File: src/rtl/mips_pkg.sv
// Shared definitions for the MIPS front end: special instruction words,
// fetch FSM states and the IF/ID pipeline record.
package mips_pkg;

    localparam logic [31:0] NOP       = 32'h0000_0000;
    localparam logic [31:0] HALT_WORD = 32'hFFFF_FFFF;

    typedef enum logic {
        S_RUN    = 1'b0,
        S_HALTED = 1'b1
    } fetch_state_e;

    typedef struct packed {
        logic        valid;
        logic [31:0] instr;
        logic [31:0] pc;
        logic [31:0] pc4;
    } if_id_t;

    // Sequential successor; wraps modulo 2^32 by construction.
    function automatic logic [31:0] seq_pc(input logic [31:0] pc);
        return pc + 32'd4;
    endfunction

    function automatic logic [31:0] align_word(input logic [31:0] addr);
        return {addr[31:2], 2'b00};
    endfunction

endpackage

File: src/rtl/if_id_reg.sv
// IF/ID pipeline register: capture, hold on stall, or insert a bubble.
// A bubble clears valid/instr but leaves pc/pc4 untouched.
module if_id_reg
    import mips_pkg::*;
(
    input  logic        clk,
    input  logic        rst,
    input  logic        valid,
    input  logic        stall,
    input  logic        bubble,
    input  logic [31:0] instr,
    input  logic [31:0] pc,
    output if_id_t      stage
);

    always_ff @(posedge clk) begin
        if (rst) begin
            stage <= '{valid: 1'b0, instr: NOP, pc: 32'h0, pc4: 32'h0};
        end else if (bubble || !valid) begin
            stage.valid <= 1'b0;
            stage.instr <= NOP;
        end else if (!stall) begin
            stage <= '{valid: 1'b1, instr: instr, pc: pc, pc4: seq_pc(pc)};
        end
    end

endmodule

File: src/rtl/instr_fetch.sv
// Instruction fetch stage: PC register, RUN/HALTED control and the IF/ID
// register. Instruction memory is read combinationally at imem_addr.
module instr_fetch
    import mips_pkg::*;
#(
    parameter int          ADDR_W   = 8,
    parameter logic [31:0] RESET_PC = 32'h0000_0000
) (
    input  logic              clk,
    input  logic              rst,
    input  logic              stall,
    input  logic              flush,
    input  logic              redirect_valid,
    input  logic [31:0]       redirect_pc,
    output logic [ADDR_W-1:0] imem_addr,
    input  logic [31:0]       imem_data,
    output logic              if_id_valid,
    output logic [31:0]       if_id_instr,
    output logic [31:0]       if_id_pc,
    output logic [31:0]       if_id_pc4,
    output logic              halted
);

    logic [31:0]  pc;
    fetch_state_e state;
    if_id_t       stage;
    logic         running;
    logic         capture;

    assign imem_addr = pc[ADDR_W+1:2];
    assign running   = (state == S_RUN);
    // A word is only really taken into IF/ID when nothing overrides the capture.
    assign capture   = running && !redirect_valid && !flush && !stall;

    always_ff @(posedge clk) begin
        if (rst) begin
            state  <= S_RUN;
            halted <= 1'b0;
        end else begin
            case (state)
                S_RUN: begin
                    if (capture && imem_data == HALT_WORD) begin
                        state  <= S_HALTED;
                        halted <= 1'b1;
                    end
                end
                S_HALTED: begin
                    state  <= S_HALTED;
                    halted <= 1'b1;
                end
                default: begin
                    state  <= S_RUN;
                    halted <= 1'b0;
                end
            endcase
        end
    end

    // Redirect beats stall; once halted only reset moves the PC.
    always_ff @(posedge clk) begin
        if (rst) begin
            pc <= RESET_PC;
        end else if (running) begin
            if (redirect_valid) begin
                pc <= align_word(redirect_pc);
            end else if (!stall) begin
                pc <= seq_pc(pc);
            end
        end
    end

    if_id_reg u_if_id (
        .clk    (clk),
        .rst    (rst),
        .valid  (running),
        .stall  (stall),
        .bubble (redirect_valid | flush),
        .instr  (imem_data),
        .pc     (pc),
        .stage  (stage)
    );

    assign if_id_valid = stage.valid;
    assign if_id_instr = stage.instr;
    assign if_id_pc    = stage.pc;
    assign if_id_pc4   = stage.pc4;

endmodule

File: config.mk
export PLATFORM = sky130hd
export DESIGN_NAME = instr_fetch
export DESIGN_NICKNAME = d
export VERILOG_FILES = /design/src/rtl/mips_pkg.sv /design/src/rtl/if_id_reg.sv /design/src/rtl/instr_fetch.sv
export SDC_FILE = /design/constraint.sdc
export NUM_CORES = 1
export LEC_CHECK = 0
export CELL_PAD_IN_SITES_DETAIL_PLACEMENT = 1
export CELL_PAD_IN_SITES_GLOBAL_PLACEMENT = 2
export CORE_MARGIN = 5
export CORE_UTILIZATION = 30
export DETAILED_ROUTE_END_ITERATION = 16
export GPL_ROUTABILITY_DRIVEN = 0
export PLACE_DENSITY = 0.95
export SLEW_MARGIN = 20
export SYNTH_ARGS = -nofsm -noshare
export SYNTH_HDL_FRONTEND = slang
export SYNTH_HIERARCHICAL = 1
export SYNTH_SLANG_ARGS = --single-unit
File: constraint.sdc
create_clock -name clk -period 6.7 [get_ports clk]
set_input_delay 1.675 -clock clk [delete_from_list [all_inputs] [get_ports clk]]
set_output_delay 1.675 -clock clk [all_outputs]
set_load 0.02 [all_outputs]
## After elaboration in Yosys (flattened, before gate mapping)

Cells that the tools add are included.

| cells by class | value |
|---|---|
| bitwise operators | 4 |
| add/subtract/negate cells | 1 |
| eq/ne operators | 3 |
| multiplexer cells | 6 |
| reductions and logical operators | 11 |

Operator list:

| kind | count |
|---|---|
| 32-bit two-way mux | 2 |
| 32-bit by 3-bit adder with 32-bit output (second input constant) | 1 |
| 32-bit equality test (second input constant) | 1 |
| 1-bit logical AND | 4 |
| 2-bit by 1-bit inequality test with 1-bit output (second input constant) | 2 |
| 1-bit case mux with 2 select lines | 2 |
| 2-bit AND reduction | 2 |
| 1-bit zero test | 3 |
| 1-bit inverter | 3 |
| 1-bit two-way mux | 2 |
| 2-bit OR reduction | 1 |
| 1-bit logical OR | 1 |
| 1-bit bitwise OR | 1 |

| word-level totals | value |
|---|---|
| bits in registers | 131 |
| bits of input ports | 69 |
| output and inout bits | 106 |
| word-level logic and storage cells | 32 |

## Logic depth before layout (Yosys ltp)

Gate-level depths: netlist of run 1.

| depth | value |
|---|---|
| depth after elaboration | 7 |
| mapped depth | 7 |
| depth with buffers taken out | 6 |

## Cells and area by module

The synthesis of run 1 kept the hierarchy.

Modules (own cells, without submodules):

| module | sequential area each (µm²) | times used | cells an instance | area an instance (µm²) |
|---|---|---|---|---|
| if_id_reg | 1901.8 | 1 | 446 | 3956.3 |
| instr_fetch | 640.6 | 1 | 296 | 2204.6 |

## Worst setup path after synthesis of run 1

No wires, ideal clock.

| path | value |
|---|---|
| kind | input -> register |
| start point | input port redirect_valid |
| end point | register, netlist name u_if_id/stage[40] |
| stages | 7 |
| buffers on the path | 3 |
| library setup time | 70 ps |
| setup slack | 3365 ps |
| arrival | 3265 ps |
| required time | 6630 ps |
| cells stage by stage | clkbuf_1 -> or2_2 -> nor3b_2 -> clkbuf_1 -> buf_1 -> nand2_1 -> a21oi_1 |

| on the way | value |
|---|---|
| cells in the longest elaborated chain, start to end | 4 |

Ends and longest elaborated chain:

| what | RTL line | text |
|---|---|---|
| start: declaration | instr_fetch.sv:13 | `input logic redirect_valid,` |
| 1-bit bitwise OR | instr_fetch.sv:77 | `.bubble (redirect_valid \| flush),` |
| 1-bit logical OR | if_id_reg.sv:19 | `end else if (bubble \|\| !valid) begin` |
| 1-bit inverter (no line) | n/a |  |
| 2-bit AND reduction (no line) | n/a |  |

No other way between the ends.
A chain may end at the register's enable or synchronous reset.

## Worst setup path in the final report of run 1

| path | value |
|---|---|
| start point | input port redirect_valid |
| end point | register, netlist name u_if_id/stage[16] |

| on the way | value |
|---|---|
| cells in the longest elaborated chain, start to end | 4 |

Ends and longest elaborated chain:

| what | RTL line |
|---|---|
| 1-bit bitwise OR | instr_fetch.sv:77 |
| 1-bit logical OR | if_id_reg.sv:19 |
| 1-bit inverter (no line) | n/a |
| 2-bit AND reduction (no line) | n/a |

No other way between the ends.

==> results of run 1 <==
kinds of logic (layout without fill, tap and decap cells):
kind of cell / after synthesis / after routing / share of synthesized area (%)
AND/OR/NAND/NOR: 328 / 328 / 26.5
adder cells (fa/ha/maj): 2 / 2 / 0.406
other: 1 / 2 / 0.0609
flip-flops: 127 / 127 / 41.3
buffers and inverters: 71 / 216 / 6.70
multiplexers: 39 / 39 / 6.34
XOR/XNOR: 11 / 11 / 1.56
AO/OA/AOI/OAI: 163 / 163 / 17.1
layer usage:
layer,wire length [um],GRT usage (%),vias to the layer above
li1,-,-,2959
met1,9050,20.9,2910
met2,9450,27.6,162
met3,1690,6.45,18
met4,238,4.16,2
met5,16,0,-
worst max-delay path, cell delays in order:
cell and delay [ns]:
buf_2 0.09, buf_4 0.28, or2_2 0.44, or3b_2 0.82, nor2_1 0.22, o31a_1 0.18
nor4_1 0.05
worst min path at each step:
stage                              startpoint                              to  slack, ns  cells after the start
6_report       u_if_id/stage[96]$_SDFFE_PP0N_  u_if_id/stage[96]$_SDFFE_PP0N_       0.45                      2
3_3_place_gp   u_if_id/stage[96]$_SDFFE_PP0N_  u_if_id/stage[96]$_SDFFE_PP0N_       0.44                      2
2_1_floorplan             pc[31]$_SDFFE_PP0P_  u_if_id/stage[63]$_SDFFE_PP0P_       0.48                      2
5_1_grt        u_if_id/stage[63]$_SDFFE_PP0P_  u_if_id/stage[63]$_SDFFE_PP0P_       0.46                      2
3_5_place_dp   u_if_id/stage[96]$_SDFFE_PP0N_  u_if_id/stage[96]$_SDFFE_PP0N_       0.44                      2
4_1_cts        u_if_id/stage[96]$_SDFFE_PP0N_  u_if_id/stage[96]$_SDFFE_PP0N_       0.45                      2
cell type report:
class | instances | area [sq um]
multi-input combinational | 545 | 3220
timing repair buffer | 177 | 1760
tap | 270 | 338
fill | 2368 | 11800
inverter | 7 | 26.3
clock buffer | 17 | 425
sequential | 127 | 2540
clock inverter | 15 | 161
metrics by stage:
step / area (sq um) / util (%) / std cells / setup WS (ns)
6_report: 8470 / 41.9 / 1158 / 3.17
5_1_grt: 8470 / 41.9 / 1158 / 3.06
3_5_place_dp: 7880 / 39.0 / 1126 / 2.74
4_1_cts: 8470 / 41.9 / 1158 / 3.17
3_3_place_gp: 7880 / 39.0 / 1126 / 2.78
2_1_floorplan: 6160 / - / 743 / 3.36
sequential cells by signal, summed over array words and instances (netlist names):
name,flops
halted,1
u_if_id/stage,95
pc,30
state,1
synthesized netlist by cell type (all sizes together), types with 6 or more instances:
| cell type | count |
|---|---|
| or4 | 13 |
| mux2i | 39 |
| nor3 | 19 |
| inv | 6 |
| clkbuf | 34 |
| o21ai | 15 |
| or3 | 7 |
| nand4 | 23 |
| nor4 | 11 |
| a211oi | 15 |
| nand2 | 100 |
| and3 | 12 |
| a31oi | 10 |
| buf | 28 |
| a21oi | 60 |
| xor2 | 8 |
| and4 | 6 |
| nor2 | 94 |
| o31ai | 16 |
| a311oi | 14 |
| nand3 | 31 |
| a22oi | 10 |
| dfxtp | 127 |
power groups by stage:
stage	Sequential, mW	Combinational, mW	Clock, mW
2_1_floorplan	0.851	0.114	0
3_3_place_gp	0.847	0.225	0
3_5_place_dp	0.848	0.229	0
4_1_cts	0.832	0.230	0.949
5_1_grt	0.838	0.246	0.984
6_report	0.832	0.227	0.927
==> impl_metrics.csv, run 1 <==
group,metric,value,unit
outcome,outcome,"finished clean",
synth,synthTopCellsByArea,"dfxtp_1 41%, mux2i_1 6.3%, nand2_1 6.1%",
finish,layout_commonest_cell,"clkdlybuf4s50_1",
worst_setup_path,worst-path-max-fanout,51,
timing,fin_setup_tns,0,ns
synth,synth_area_leader_cell,"dfxtp_1",
power_and_ir_drop,peakVddDrop,0.185,mV
cts,cts_resized,0,
cts,numClockSinks,127,
synth,ys.flop_type,"dfxtp_1",
floorplan,core_area,20200,sq um
timing,finalSetupViolCount,0,
worst_setup_path,endpoint_kind,"flip-flop",
worst_setup_path,rrSetupSlack,4.15,ns
cts,cts_tree,"done",
worst_setup_path,crit_type,"input port to flip-flop",
worst_setup_path,r2r_start,"pc[8]$_SDFFE_PP0P_",
placed_design,hpwl,14100,um
power_and_ir_drop,power.total,1.99,mW
route,num_vias,6051,
floorplan,rows,52,
power_and_ir_drop,pwr-share-seq,41.9,%
finish,final_cell_mix,"169 x clkdlybuf4s50_1, 127 x dfxtp_1, 100 x nand2_1",
worst_setup_path,arrival,3.80,ns
worst_setup_path,crit_end,"u_if_id/stage[16]$_SDFFE_PP0P_",
synth,synth-edff-count,0,
timing,fin_hold_ws,0.450,ns
cts,post-cts-setup-buffers,0,
route,drcViolationCount,0,
synth,synth_cell_types,62,
synth,syn_inst,742,
timing,slew_violations,0,
worst_setup_path,startpoint,"redirect_valid",
synth,synth_seq_cells,127,
synth,netlist_area,6160,sq um
finish,nets,946,
finish,area.growth.synth_to_final,37.4,%
finish,num_antenna_cells,0,
timing,slew_headroom,43.5,%
floorplan,dieHeight,153,um
power_and_ir_drop,p_int,1.45,mW
cts,cts_hold_buf,0,
timing,period_share,52.7,%
placed_design,io_buffers,172,
power_and_ir_drop,p_per_area,234,nW/um^2
route,routed_wl,20400,um
synth,ys_seq_area_share,41.3,%
floorplan,die_area,23500,sq um
floorplan,top_level_ports,175,
timing,post-route-min-period,3.53,ns
cts,cts-buffers-inserted,17,
cts,cts_htree_levels,4,
global_routing,grt_pass1_wl,32400,um
synth,avgSynthCellArea,8.30,sq um
synth,yosysTopAreaCellShare,41.3,%
route,final_antenna_net_count,0,
worst_setup_path,r2r_end,"u_if_id/stage[19]$_SDFFE_PP0P_",
route,wire_per_inst,17.6,um
global_routing,antenna_found_initial,1,
power_and_ir_drop,power.share.clock,46.7,%
power_and_ir_drop,swShare,27.1,%
route,viasPerCell,5.23,
worst_setup_path,required,6.97,ns
timing,fmax,283,MHz
global_routing,grt_remaining_overflow,0,
worst_setup_path,crit_path_start_kind,"input port",
global_routing,grt_max_degree,87,
power_and_ir_drop,comb_power_share,11.4,%
cts,cts_buffer_depth,2,
synth,yosysWarningCount,6,
timing,skew,0.00542,ns
synth,synthArstFlopShare,0,%
timing,rsz0062_at_grt,"no",
power_and_ir_drop,p_leak,2.90,nW
min_path,hp-class,"flip-flop to flip-flop",
timing,hold_violations,0,
cts,insertion_delay,0.41,ns
floorplan,die_x,153,um
power_and_ir_drop,p_switching,0.538,mW
global_routing,grtUsageTotal,16.8,%
cts,root_buffer,"clkbuf_16",
route,drtIter0Drc,245,
job,maxCapViolCount,0,
cts,clk_pin_slew,0.06,ns
finish,drive_above_1_share,6.53,%
floorplan,initial_core_util,30.4,%
global_routing,grt_pass1_vias,6057,
timing,tightest_slew,0.847,ns
route,drt_pre_antenna_iters,4,
worst_setup_path,ff2ff_path_depth,4,
Power figures use the tool's default switching activity.
==> inputs of run 2 (changes only) <==
--- a/config.mk
+++ b/config.mk
@@ -8,10 +8,10 @@
 export CELL_PAD_IN_SITES_DETAIL_PLACEMENT = 1
 export CELL_PAD_IN_SITES_GLOBAL_PLACEMENT = 2
 export CORE_MARGIN = 5
-export CORE_UTILIZATION = 30
+export CORE_UTILIZATION = 27
 export DETAILED_ROUTE_END_ITERATION = 16
 export GPL_ROUTABILITY_DRIVEN = 0
-export PLACE_DENSITY = 0.95
+export PLACE_DENSITY = 0.9
 export SLEW_MARGIN = 20
 export SYNTH_ARGS = -nofsm -noshare
 export SYNTH_HDL_FRONTEND = slang
==> constraint.sdc (replaced) <==
create_clock -name clk -period 3.4 [get_ports clk]
set_input_delay 0.85 -clock clk [delete_from_list [all_inputs] [get_ports clk]]
set_output_delay 0.85 -clock clk [all_outputs]
set_load 0.02 [all_outputs]
==> run 2 against run 1 <==
Compared with the run above: sequential power grew 97%; power increased by 100%; highest routed layer is now met4; count of clock-buffer cells in the layout up 3; critical path type is now flip-flop to primary output; final area increased by 0.96%.
==> impl_metrics.csv, run 2 (synthesized netlist as in run 1, its figures left out) <==
group,metric,value,unit
cts,cts-buffers-inserted,17,
cts,insertion_delay,0.42,ns
worst_setup_path,worst-path-max-fanout,11,
route,final_antenna_net_count,0,
finish,num_antenna_cells,0,
outcome,outcome,"finished clean",
finish,final_core_util,37.9,%
floorplan,core_area,22600,sq um
timing,slew_headroom,45.5,%
worst_setup_path,crit_type,"flip-flop to primary output",
timing,fin_setup_tns,0,ns
finish,fillerInstances,2686,
cts,cts_tree,"done",
global_routing,antenna_found_initial,0,
floorplan,top_level_ports,175,
power_and_ir_drop,peakVddDrop,0.288,mV
worst_setup_path,max_stage_delay,0.71,ns
finish,area.sequential,2540,sq um
placed_design,io_buffers,172,
power_and_ir_drop,power.total,4.01,mW
placed_design,hpwl,15200,um
finish,reg_top3,"u_if_id/stage (95), pc (30)",
min_path,hp-class,"flip-flop to flip-flop",
global_routing,grt_pass1_wl,33900,um
placed_design,preCtsSetupSlack,0.398,ns
route,viasPerCell,5.19,
floorplan,die_x,161,um
cts,cts_hold_buf,0,
route,drcViolationCount,0,
timing,fin_ws,0.817,ns
finish,drive_above_1_share,6.84,%
timing,skew,0.00995,ns
worst_setup_path,arrival,1.73,ns
cts,post-cts-setup-buffers,0,
placed_design,placed_cell_area,7940,sq um
finish,layout_commonest_cell,"clkdlybuf4s50_1",
timing,finalSetupViolCount,0,
timing,slew_violations,0,
timing,hold_violations,0,
cts,clk_pin_slew,0.06,ns
timing,fin_hold_ws,0.452,ns
timing,tightest_slew,0.818,ns
route,drt_pre_antenna_iters,4,
global_routing,grtUsageTotal,16.2,%
route,drtIter0Drc,234,
job,maxCapViolCount,0,
worst_setup_path,endpoint_kind,"primary output",
finish,multi_input_area,3220,sq um
worst_setup_path,crit_chain,"clkdlybuf4s50_1",
cts,root_buffer,"clkbuf_16",
worst_setup_path,path_delay_family,"buffers and inverters",
finish,regMostFlops,"u_if_id/stage",
finish,stdcell_area,8550,sq um
worst_setup_path,required,2.55,ns
floorplan,rows,55,
finish,area.growth.synth_to_final,38.8,%
power_and_ir_drop,p_per_area,469,nW/um^2
floorplan,initial_core_util,27.3,%
route,routed_wl,21300,um
cts,numClockSinks,127,
route,wire_per_inst,18.1,um
power_and_ir_drop,p_leak,2.93,nW
cts,cts_htree_levels,4,
timing,fmax,387,MHz
worst_setup_path,crit_buf_inv,1,
finish,final_cell_mix,"169 x clkdlybuf4s50_1, 127 x dfxtp_1, 100 x nand2_1",
finish,nets,951,
route,num_vias,6109,
global_routing,grt_pass1_vias,6122,
floorplan,dieHeight,161,um
cts,cts_buffer_depth,2,
global_routing,grt_max_degree,80,
worst_setup_path,crit_path_start_kind,"flip-flop",
finish,largest_reg_flops,95,
worst_setup_path,crit_slowest_cell,"clkdlybuf4s50_1",
floorplan,die_area,25900,sq um
timing,period_share,76.0,%
timing,rsz0062_at_grt,"no",
placed_design,dp_cells,1146,
timing,post-route-min-period,2.58,ns
finish,instances_no_fill,1177,
cts,cts_resized,0,
global_routing,grt_remaining_overflow,0,
run 2: cell type report:
cell class / count / area share, %
Timing Repair Buffer: 182 / 21.0
Inverter: 7 / 0.307
Clock buffer: 20 / 5.34
Tap cell: 285 / 4.17
Multi-Input combinational cell: 545 / 37.6
Clock inverter: 11 / 1.81
Sequential cell: 127 / 29.7
run 2: worst paths after layout:
kind / startpoint / end / slack, ns / depth (start not counted)
worst max-delay path: pc[6]$_SDFFE_PP0P_ / imem_addr[4] / 0.82 / 1
worst min-delay path: u_if_id/stage[51]$_SDFFE_PP0P_ / u_if_id/stage[51]$_SDFFE_PP0P_ / 0.45 / 2
worst max register to register: pc[6]$_SDFFE_PP0P_ / u_if_id/stage[21]$_SDFFE_PP0P_ / 0.98 / 4
worst min register to register: u_if_id/stage[51]$_SDFFE_PP0P_ / u_if_id/stage[51]$_SDFFE_PP0P_ / 0.45 / 2
run 2: report_power, final:
group | switching, mW | leakage [nW] | internal (mW)
Combinational | 0.232 | 1.61 | 0.221
Sequential | 0.0938 | 1.04 | 1.54
Clock | 0.719 | 0.286 | 1.20
run 2: per-layer routing:
metal  share of wire (%)  GRT usage, %
met5                   0             0
met3                 9.1          6.00
met2                  46          25.7
met1                  44          20.7
met4                 1.2          4.50
